### src/rtl/two_input_or10_pkg.sv
// rtl/two_input_or10_pkg.sv - shared select codes and default width for two_input_or10
package two_input_or10_pkg;

    localparam int DEFAULT_WIDTH = 17;

    localparam logic [2:0] SEL_IN1  = 3'd0;
    localparam logic [2:0] SEL_IN2  = 3'd1;
    localparam logic [2:0] SEL_OR   = 3'd2;
    localparam logic [2:0] SEL_AND  = 3'd3;
    localparam logic [2:0] SEL_XOR  = 3'd4;
    localparam logic [2:0] SEL_NOR  = 3'd5;
    localparam logic [2:0] SEL_HOLD = 3'd6;
    localparam logic [2:0] SEL_ZERO = 3'd7;

endpackage

### src/rtl/two_input_or10_logic.sv
// rtl/two_input_or10_logic.sv - combinational operation select for two_input_or10
module two_input_or10_logic
    import two_input_or10_pkg::*;
#(
    parameter int WIDTH = DEFAULT_WIDTH
) (
    input  logic [WIDTH-1:0] input1,
    input  logic [WIDTH-1:0] input2,
    input  logic [WIDTH-1:0] current,
    input  logic [2:0]       selection,
    output logic [WIDTH-1:0] result
);

    // Pick the next register value; hold feeds the current register value back.
    always_comb begin
        result = '0;
        case (selection)
            SEL_IN1:  result = input1;
            SEL_IN2:  result = input2;
            SEL_OR:   result = input1 | input2;
            SEL_AND:  result = input1 & input2;
            SEL_XOR:  result = input1 ^ input2;
            SEL_NOR:  result = ~(input1 | input2);
            SEL_HOLD: result = current;
            SEL_ZERO: result = '0;
            default:  result = '0;
        endcase
    end

endmodule

### src/rtl/two_input_or10.sv
// rtl/two_input_or10.sv - registered bitwise operation unit; optional Zero flag via TWO_INPUT_OR10_ZFLAG_EN
module two_input_or10
    import two_input_or10_pkg::*;
#(
    parameter int WIDTH = DEFAULT_WIDTH
) (
    input  logic             Clock,
    input  logic             Reset,
    input  logic [WIDTH-1:0] Input1,
    input  logic [WIDTH-1:0] Input2,
    input  logic [2:0]       Selection,
`ifdef TWO_INPUT_OR10_ZFLAG_EN
    output logic             Zero,
`endif
    output logic [WIDTH-1:0] Output
);

    logic [WIDTH-1:0] next_result;

    two_input_or10_logic #(
        .WIDTH (WIDTH)
    ) u_logic (
        .input1    (Input1),
        .input2    (Input2),
        .current   (Output),
        .selection (Selection),
        .result    (next_result)
    );

    // Output register; reset wins over every select code, including hold.
    always_ff @(posedge Clock) begin
        if (Reset) begin
            Output <= '0;
        end else begin
            Output <= next_result;
        end
    end

`ifdef TWO_INPUT_OR10_ZFLAG_EN
    // Zero flag tracks the value being loaded into Output and freezes during hold.
    always_ff @(posedge Clock) begin
        if (Reset) begin
            Zero <= 1'b1;
        end else if (Selection != SEL_HOLD) begin
            Zero <= (next_result == '0);
        end
    end
`endif

endmodule

### config.mk
export PLATFORM = sky130hd
export DESIGN_NAME = two_input_or10
export DESIGN_NICKNAME = d
export VERILOG_FILES = /design/src/rtl/two_input_or10_pkg.sv /design/src/rtl/two_input_or10_logic.sv /design/src/rtl/two_input_or10.sv
export SDC_FILE = /design/constraint.sdc
export NUM_CORES = 1
export LEC_CHECK = 0
export ABC_CLOCK_PERIOD_IN_PS = 3400
export CAP_MARGIN = 40
export CORE_MARGIN = 4
export CORE_UTILIZATION = 54
export DETAILED_ROUTE_END_ITERATION = 10
export PLACE_DENSITY_LB_ADDON = 0.15
export REMOVE_ABC_BUFFERS = 1
export SETUP_SLACK_MARGIN = 0.4
export SLEW_MARGIN = 20
export SYNTH_ARGS = -nofsm -noshare
export SYNTH_HDL_FRONTEND = slang
export SYNTH_HIERARCHICAL = 1
export SYNTH_SLANG_ARGS = --single-unit
### constraint.sdc
create_clock -name Clock -period 3.4 [get_ports Clock]
set_input_delay 0.34 -clock Clock [delete_from_list [all_inputs] [get_ports Clock]]
set_output_delay 0.34 -clock Clock [all_outputs]
set_load 0.05 [all_outputs]
==> results.yml, run 1 <==
clocking:
  clk_pin_slew_ns: 0.07
  post_cts_buffers: 0
  cts_tree: "done"
  cts_sinks: 17
  cts_hold_buf: 0
  numCtsBuffers: 3
  cts.path.max_buffers: 2
  root_buffer: "clkbuf_8"
  cts_resized: 0
  htree_levels: 1
  worstSkewPairLatency_ns: 0.25
floorplan:
  coreArea_mm2: 0.00377
  die_x_um: 71.2
  die_h_um: 71.2
  die_area_mm2: 0.00506
  num_rows: 22
  floorplan.initialDensity_pct: 57.1
  num_io_pins: 56
synthesis:
  synth_area_mm2: 0.00215
  synthTopCellsByArea: "ha_1 (20%), dfxtp_1 (16%), inv_1 (7.3%)"
  synth_cell_types: 36
  ys_ff_latch: 17
  yosysWarnings: 6
  yosysSeqAreaShare_pct: 15.8
  synth_flop_cell: "dfxtp_1"
  synth_top_area_cell: "ha_1"
  syn_area_per_cell_um2: 7.69
  synth_top_area_share_pct: 19.7
  netlist_instances: 280
  synthArstFlopShare_pct: 0
  synth_edf_count: 0
sta:
  setup_ws_ns: 1.15
  slew_headroom_pct: 56.6
  period_needed_ns: 2.25
  fin_skew_ns: 0
  hold_violations: 0
  rsz0062_at_grt: "false"
  setup-tns-final_ns: 0
  tightest_slew_ns: 0.648
  fin_crit_sh_pct: 66.1
  final-setup-viol-count: 0
  slew_viol_final: 0
  fmax_mhz: 445
place:
  dp_slack_ns: 0.884
  io_buffers: 55
  place.gp.congestion: 0.806
  dp_hpwl_mm: 3.71
final_layout:
  nFillCells: 326
  largest_register_ffs: 17
  regMostFlops: "Output"
  final_cell_mix: "clkdlybuf4s50_1 (54), inv_1 (42), ha_1 (34)"
  antenna_cells: 0
  final_common_cell: "clkdlybuf4s50_1"
  syn_to_final_growth_pct: 24.0
  drive_gt1_share_pct: 6.75
  reg_top3: "Output (17)"
  nNetsFinal: 400
drt:
  wl_met1_mm: 2.35
  drt-wirelength-per-cell_um: 13.4
  routed_via_density: 5.57
  totalWireLength_mm: 5.03
  drtAntennaViolNets: 0
  drtIter0Drc: 126
  route.met3.wl_um: 287
  top_layer: "met3"
  dr_wl_met2_mm: 2.39
  drt-pass1-iter-count: 4
  drc_errors: 0
  vias: 2083
global_routing:
  overflow: 0
  grt_pass1_vias: 2005
  grtUsageTotal_pct: 19.7
  grt_max_degree: 35
  grt_pass1_wl_mm: 8.52
  antenna_found_initial: 0
worst_setup_path:
  critPathBufInv: 1
  worstRegToRegCells: 4
  reg2reg_slack_ns: 2.31
  worstPathCellList: "clkdlybuf4s50_1 -> nand2b_1 -> nor2_1 -> o32a_1 -> and2b_2"
  cp.required_ns: 3.54
  crit_cells: 5
  max_stage_delay_ns: 0.81
  startpoint_type: "primary input"
  cp.arrival_ns: 2.39
  critPathCaptureType: "flop"
  cp_top_family: "simple AND/OR/NAND/NOR gates"
  crit_path_top_delay_cell: "clkdlybuf4s50_1"
  crit_fanout: 15
  critPathKind: "primary input to flop"
pwr:
  vdd_drop_max_mv: 0.208
  p_per_area_mw_per_mm2: 263
  leakage_nw: 1.26
  p_total_uw: 703
min_path:
  whs_path_depth: 3
  worst_hold_path_type: "flop to flop"
flow_run:
  max_cap_violations: 0
run_status:
  outcome: "completed"
-- where the power goes --
part / internal [mW] / switching, mW / total, mW / leakage [nW]
Clock: 0.0831 / 0.0696 / 0.153 / 0.0228
Sequential: 0.216 / 0.00877 / 0.225 / 0.141
Combinational: 0.148 / 0.177 / 0.326 / 1.09
Total: 0.447 / 0.256 / 0.703 / 1.26
-- path summary, 6_finish.rpt --
kind / start / end
setup / recovery: Selection[2] / Output[3]$_SDFF_PP0_
hold reg to reg: Output[11]$_SDFF_PP0_ / Output[11]$_SDFF_PP0_
setup reg to reg: Output[16]$_SDFF_PP0_ / Output[16]$_SDFF_PP0_
hold / removal: Output[11]$_SDFF_PP0_ / Output[11]$_SDFF_PP0_
-- cell type report --
cell class / count / area, um2 / area share [%]
Multi-Input combinational cell: 202 / 1480 / 55.5
Timing Repair Buffer: 60 / 583 / 21.8
Sequential cell: 17 / 340 / 12.7
Inverter: 43 / 161 / 6.04
Tap cell: 48 / 60.1 / 2.25
Clock buffer: 4 / 45.0 / 1.69
-- through the flow --
| step | cells | util [%] | hold slack [ns] | area [um2] |
|---|---|---|---|---|
| 5_1_grt | 374 | 70.9 | 0.670 | 2670 |
| 4_1_cts | 374 | 70.9 | 0.639 | 2670 |
| 3_3_place_gp | 370 | 69.7 | 0.609 | 2630 |
| 3_5_place_dp | 370 | 69.7 | 0.619 | 2630 |
| 2_1_floorplan | 262 | - | 0.412 | 1980 |
| 6_report | 374 | 70.9 | 0.633 | 2670 |
-- worst register-to-register path, cell delays in order, from the launching register on --
cell and delay, ns:
dfxtp_1 0.31, a311oi_1 0.26, o22ai_1 0.13, o21a_1 0.11
and2b_2 0.18
-- cells in the mapped netlist (2+ instances only) --
cell / instances
nand2_1: 18
o21ai_0: 8
o22ai_1: 8
buf_4: 3
a21o_1: 5
a31oi_1: 3
nor2b_1: 12
dfxtp_1: 17
o21ai_1: 2
o32a_1: 5
inv_1: 42
o32ai_1: 5
mux2i_1: 11
nand2b_1: 6
o22a_1: 10
a211oi_1: 4
a221oi_1: 3
buf_2: 3
nor2_1: 27
nand3_1: 5
buf_6: 10
ha_1: 34
and2b_2: 8
a21oi_1: 18
and2b_1: 2
-- cells by family (layout without fill, tap and decap cells) --
family / Yosys count / count (layout) / share of synthesized area (%)
buffers and inverters: 61 / 107 / 15.4
DFF: 17 / 17 / 15.8
and+or+nand+nor: 82 / 82 / 19.6
muxes: 11 / 11 / 5.11
AOI/OAI and AO/OA: 75 / 75 / 24.3
adders and majority gates: 34 / 34 / 19.7
-- per-layer routing --
metal | track usage (%) | vias to the layer above
met5 | 0 | -
met1 | 26.4 | 975
met4 | 2.09 | 0
li1 | - | 1048
met2 | 34.6 | 60
met3 | 2.84 | 0
No activity file was read; power rests on OpenSTA's default activity.
==> run 2: changes to the inputs <==
Settings changed: ABC_CLOCK_PERIOD_IN_PS 3400 to 2000, CORE_UTILIZATION 54 to 45.
Clock period 3.4 ns to 2 ns, I/O delays scaled along.
==> run 2 against run 1 <==
Net effect:
- register-to-register slack got worse by 1.4 ns
- via count rose by 0.77%
- die area increased by 18%
- clock skew did not move
- core utilization shrank 8.1 points
- sequential power is 69% higher
- worst setup slack worse by 0.68 ns
- first-iteration DRC count fell by 10%
- critical path depth rose by 3
- cell count grew 4.8%
- global-route usage fell by 2.3 points
- largest cell class unchanged
- largest power group unchanged
==> results.yml, run 2 (synthesized netlist as in run 1, its figures left out) <==
worst_setup_path:
  reg2reg_slack_ns: 0.94
  cp_top_family: "buffers and inverters"
  max_stage_delay_ns: 0.41
  critPathCaptureType: "flop"
  crit_path_top_delay_cell: "clkdlybuf4s50_1"
  worstPathCellList: "clkdlybuf4s50_1 -> buf_6 -> buf_6 -> nor2_4 -> nand2_1 -> buf_4 -> o22a_1 -> and2b_2"
  critPathBufInv: 4
  cp.arrival_ns: 1.68
  cp.required_ns: 2.15
  critPathKind: "primary input to flop"
  crit_fanout: 14
  crit_top_cell: "buf_6"
  startpoint_type: "primary input"
floorplan:
  num_io_pins: 56
  floorplan.initialDensity_pct: 47.8
  num_rows: 24
  die_h_um: 77.2
  die_x_um: 77.2
  die_area_mm2: 0.00596
  coreArea_mm2: 0.00450
clocking:
  root_buffer: "clkbuf_8"
  cts_sinks: 17
  worstSkewPairLatency_ns: 0.26
  clk_pin_slew_ns: 0.07
  numCtsBuffers: 3
  cts_tree: "done"
  cts_hold_buf: 0
  htree_levels: 1
  cts.path.max_buffers: 2
pwr:
  p_per_area_mw_per_mm2: 435
  vdd_drop_max_mv: 0.279
  leakage_nw: 1.44
global_routing:
  grtUsageTotal_pct: 17.4
  grt_max_degree: 33
  antenna_found_initial: 0
  grt_pass1_wl_mm: 8.79
  overflow: 0
  grt_pass1_vias: 1939
final_layout:
  regMostFlops: "Output"
  antenna_cells: 0
  drive_gt1_share_pct: 11.5
  nNetsFinal: 414
  fin_util_pct: 62.8
  final_common_cell: "inv_1"
  syn_to_final_growth_pct: 31.2
  reg_top3: "Output (17)"
  largest_register_ffs: 17
  final_cell_mix: "inv_1 (42), clkdlybuf4s50_1 (34), ha_1 (34)"
sta:
  slew_viol_final: 0
  tightest_slew_ns: 0.542
  rsz0062_at_grt: "true"
  fmax_mhz: 656
  final-setup-viol-count: 0
  slew_headroom_pct: 63.9
  fin_crit_sh_pct: 76.2
  fin_skew_ns: 0
  setup-tns-final_ns: 0
  period_needed_ns: 1.52
  hold_violations: 0
drt:
  drtAntennaViolNets: 0
  wl_met1_mm: 2.49
  route.met3.wl_um: 305
  drtIter0Drc: 113
  drc_errors: 0
  dr_wl_met2_mm: 2.56
  top_layer: "met4"
  totalWireLength_mm: 5.36
  drt-wirelength-per-cell_um: 13.7
  drt-pass1-iter-count: 4
  routed_via_density: 5.35
  vias: 2099
place:
  dp_hpwl_mm: 3.92
  io_buffers: 55
  place.gp.congestion: 0.837
min_path:
  worst_hold_path_type: "primary input to flop"
run_status:
  outcome: "completed"
flow_run:
  max_cap_violations: 0
==> run 2: cell count changes in the layout (fill, tap and decap cells not counted), moves of 2 or more <==
| cell | previous run | this run |
|---|---|---|
| buf_4 | 5 | 15 |
| dlymetal6s2s_1 | 0 | 2 |
| buf_6 | 0 | 2 |
| dlygate4sd2_1 | 0 | 18 |
| clkdlybuf4s50_1 | 54 | 34 |
==> run 2: what timing repair did <==
item | in CTS | in global routing
buffers inserted | 0 | 1
pin swaps | 0 | 1
cloned | 1 | 0
gates resized for setup | 19 | 7
setup endpoints to repair | 18 | 10
==> run 2: path summary, 6_finish.rpt <==
check             cells after the start             startpoint                    end
setup / recovery                      8           Selection[1]  Output[14]$_SDFF_PP0_
hold / removal                        3             Input1[16]  Output[16]$_SDFF_PP0_
setup reg to reg                      4  Output[16]$_SDFF_PP0_  Output[16]$_SDFF_PP0_
hold reg to reg                       3   Output[8]$_SDFF_PP0_   Output[8]$_SDFF_PP0_
==> run 2: through the flow <==
stage | setup WS, ns | cell area (um2) | instances | total power, mW | hold slack (ns)
4_1_cts | 0.401 | 2800 | 391 | 1.23 | 0.461
3_5_place_dp | 0.0711 | 2740 | 386 | 0.964 | 0.617
6_report | 0.475 | 2830 | 392 | 1.23 | 0.459
5_1_grt | 0.397 | 2830 | 392 | 1.31 | 0.485
3_3_place_gp | 0.114 | 2740 | 386 | 0.956 | 0.612
2_1_floorplan | 0.679 | 1980 | 262 | 0.704 | 0.272
==> run 2: power by group <==
part | internal (mW) | switching, mW
logic | 0.262 | 0.310
clock network | 0.142 | 0.137
registers | 0.366 | 0.0139
total | 0.770 | 0.460
==> run 2: cell type report <==
class	count	area, um2
fillers	410	1680
multi-input cells	202	1500
inverters	43	161
clock buffers	4	45.0
well taps	52	65.1
flip-flops and latches	17	340
repair buffers	74	716
==> run 2: tightest hold or removal path: cells and delay by family <==
family / cells / cell delay (ns)
buffers and inverters: 1 / 0.24
AO/OA/AOI/OAI: 1 / 0.12
AND/OR/NAND/NOR: 1 / 0.12
==> run 2: layer usage <==
layer | GRT usage, % | vias to the layer above
met5 | 0 | -
met4 | 2.85 | 0
met3 | 2.34 | 2
met2 | 29.7 | 53
met1 | 23.6 | 967
li1 | - | 1077
==> variant, RTL diff (flow settings as in run 2) <==
The option `TWO_INPUT_OR10_ZFLAG_EN` is turned on by a define.
--- a/src/rtl/two_input_or10.sv
+++ b/src/rtl/two_input_or10.sv
@@ -1,3 +1,5 @@
 // rtl/two_input_or10.sv - registered bitwise operation unit; optional Zero flag via TWO_INPUT_OR10_ZFLAG_EN
+`define TWO_INPUT_OR10_ZFLAG_EN
+
 module two_input_or10
     import two_input_or10_pkg::*;
Function (old outputs only; new: Zero): kept (equiv_simple and equiv_induct, registers matched by name and starting in step).
==> variant against run 2 <==
Power rose by 15%; synthesized cell count is 3.6% higher; critical path depth rose by 1; area after synthesis grew 2.3%; clock skew up 0.0028 ns; design area is 23% higher; sequential power is 6.8% higher; sequential cell count is 1 higher; worst setup slack worse by 0.090 ns; wire length up 30%.
==> variant: results (changes against run 2) <==
GR Util met2 - 36.6% (was 29.7%)
Regs by FF count - Output: 17 flops, Zero: 1 flops (was Output: 17 flops)
met1 Usage GRT - 27.3% (was 23.6%)
final worst hold slack - 0.361 ns (was 0.459 ns)
Clock Skew - 0.00281 ns (was 0 ns)
dpl cell area - 3150 sq um (was 2740 sq um)
GRT Total Usage - 21.4% (was 17.4%)
status - completed (unchanged)
HPWL after DPL - 4870 microns (was 3920 microns)
CP arrival - 1.81 ns (was 1.68 ns)
Vias/cell - 5.33 (was 5.35)
Area contributors post-synth - ha_1 (19%), dfxtp_1 (16%), inv_1 (7.2%), nor2b_1 (5.4%), mux2i_1 (5.0%) (was ha_1 (20%), dfxtp_1 (16%), inv_1 (7.3%), buf_6 (5.2%), mux2i_1 (5.1%))
worst flop-to-flop path endpoint - Zero (was Output[16])
quantity of I/O buffers inserted on ports - 56 (was 55)
Worst Setup Slack post-DPL - -0.338 ns (was 0.0711 ns)
Synth Area per Inst - 7.60 sq um (was 7.69 sq um)
CP max-delay cell - or4_1 (was clkdlybuf4s50_1)
post-DR wirelength/cell - 14.7 microns (was 13.7 microns)
Final Wtd Congestion - 0.819 (was 0.837)
Worst R2R Path Depth - 5 (was 4)
largest net degree at the start of global routing - 19 (was 33)
HP Start - Input1[15] (was Input1[16])
CP Max Fanout - 8 (was 14)
postcts setup bufs - 8 (was 0)
metal2 WL - 3440 microns (was 2560 microns)
Worst Hold End - Output[15] (was Output[16])
first drt pass iteration count - 5 (was 4)
Yosys cell types - 41 (was 36)
VDD IR-drop max - 0.566 mV (was 0.279 mV)
Max stage delay on crit path - 0.50 ns (was 0.41 ns)
GR Layer Usage met3 - 4.18% (was 2.34%)
sequential fraction of the synthesis area - 16.3% (was 15.8%)
commonest cells in the netlist - inv_1 (42), ha_1 (34), nor2_1 (28) (was inv_1 (42), ha_1 (34), nor2_1 (27))
leakage - 1.80 nW (was 1.44 nW)
DR WL met3 - 410 microns (was 305 microns)
utilization after layout - 73.4% (was 62.8%)
Period Utilization, post-route - 80.7% (was 76.2%)
CP delay by family, top - compound AO/OA/AOI/OAI gates (was buffers and inverters)
WL met1 - 3000 microns (was 2490 microns)
Layout fillers - 387 (was 410)
Worst Tran Pin Value - 0.515 ns (was 0.542 ns)
Resized cells post-CTS - 75 (was 19)
[variant: worst max-delay path by stage]
stage,cells after the start,end,from
3_3_place_gp,7,Zero,Selection[2]
5_1_grt,10,Zero,Selection[1]
4_1_cts,9,Zero,Input1[4]
2_1_floorplan,8,Zero,Input1[16]
6_report,9,Zero,Selection[1]
3_5_place_dp,8,Zero,Selection[2]
[variant: final cells by class]
type,count,area share [%]
timing repair buffer,131,32.6
clock buffer,3,1.19
sequential,18,10.4
inverter,43,4.66
tap,67,2.42
multi-input combinational,211,48.7
[variant: where the power goes]
part	internal (W)	total, W	leakage (nW)	switching, W
sequential	0.000388	0.000406	0.149	0.0000177
clock	0.000134	0.000265	0.0216	0.000131
combinational	0.000350	0.000741	1.63	0.000391
total	0.000872	0.00141	1.80	0.000540
[variant: kinds of logic after synthesis]
family          count (synthesis)  share of synthesized area, %
compound gates                 77                          24.2
simple gates                   89                          20.4
fa+ha+maj                      34                          19.3
buf+inv                        61                          14.7
flops                          18                          16.3
mux                            11                          4.99
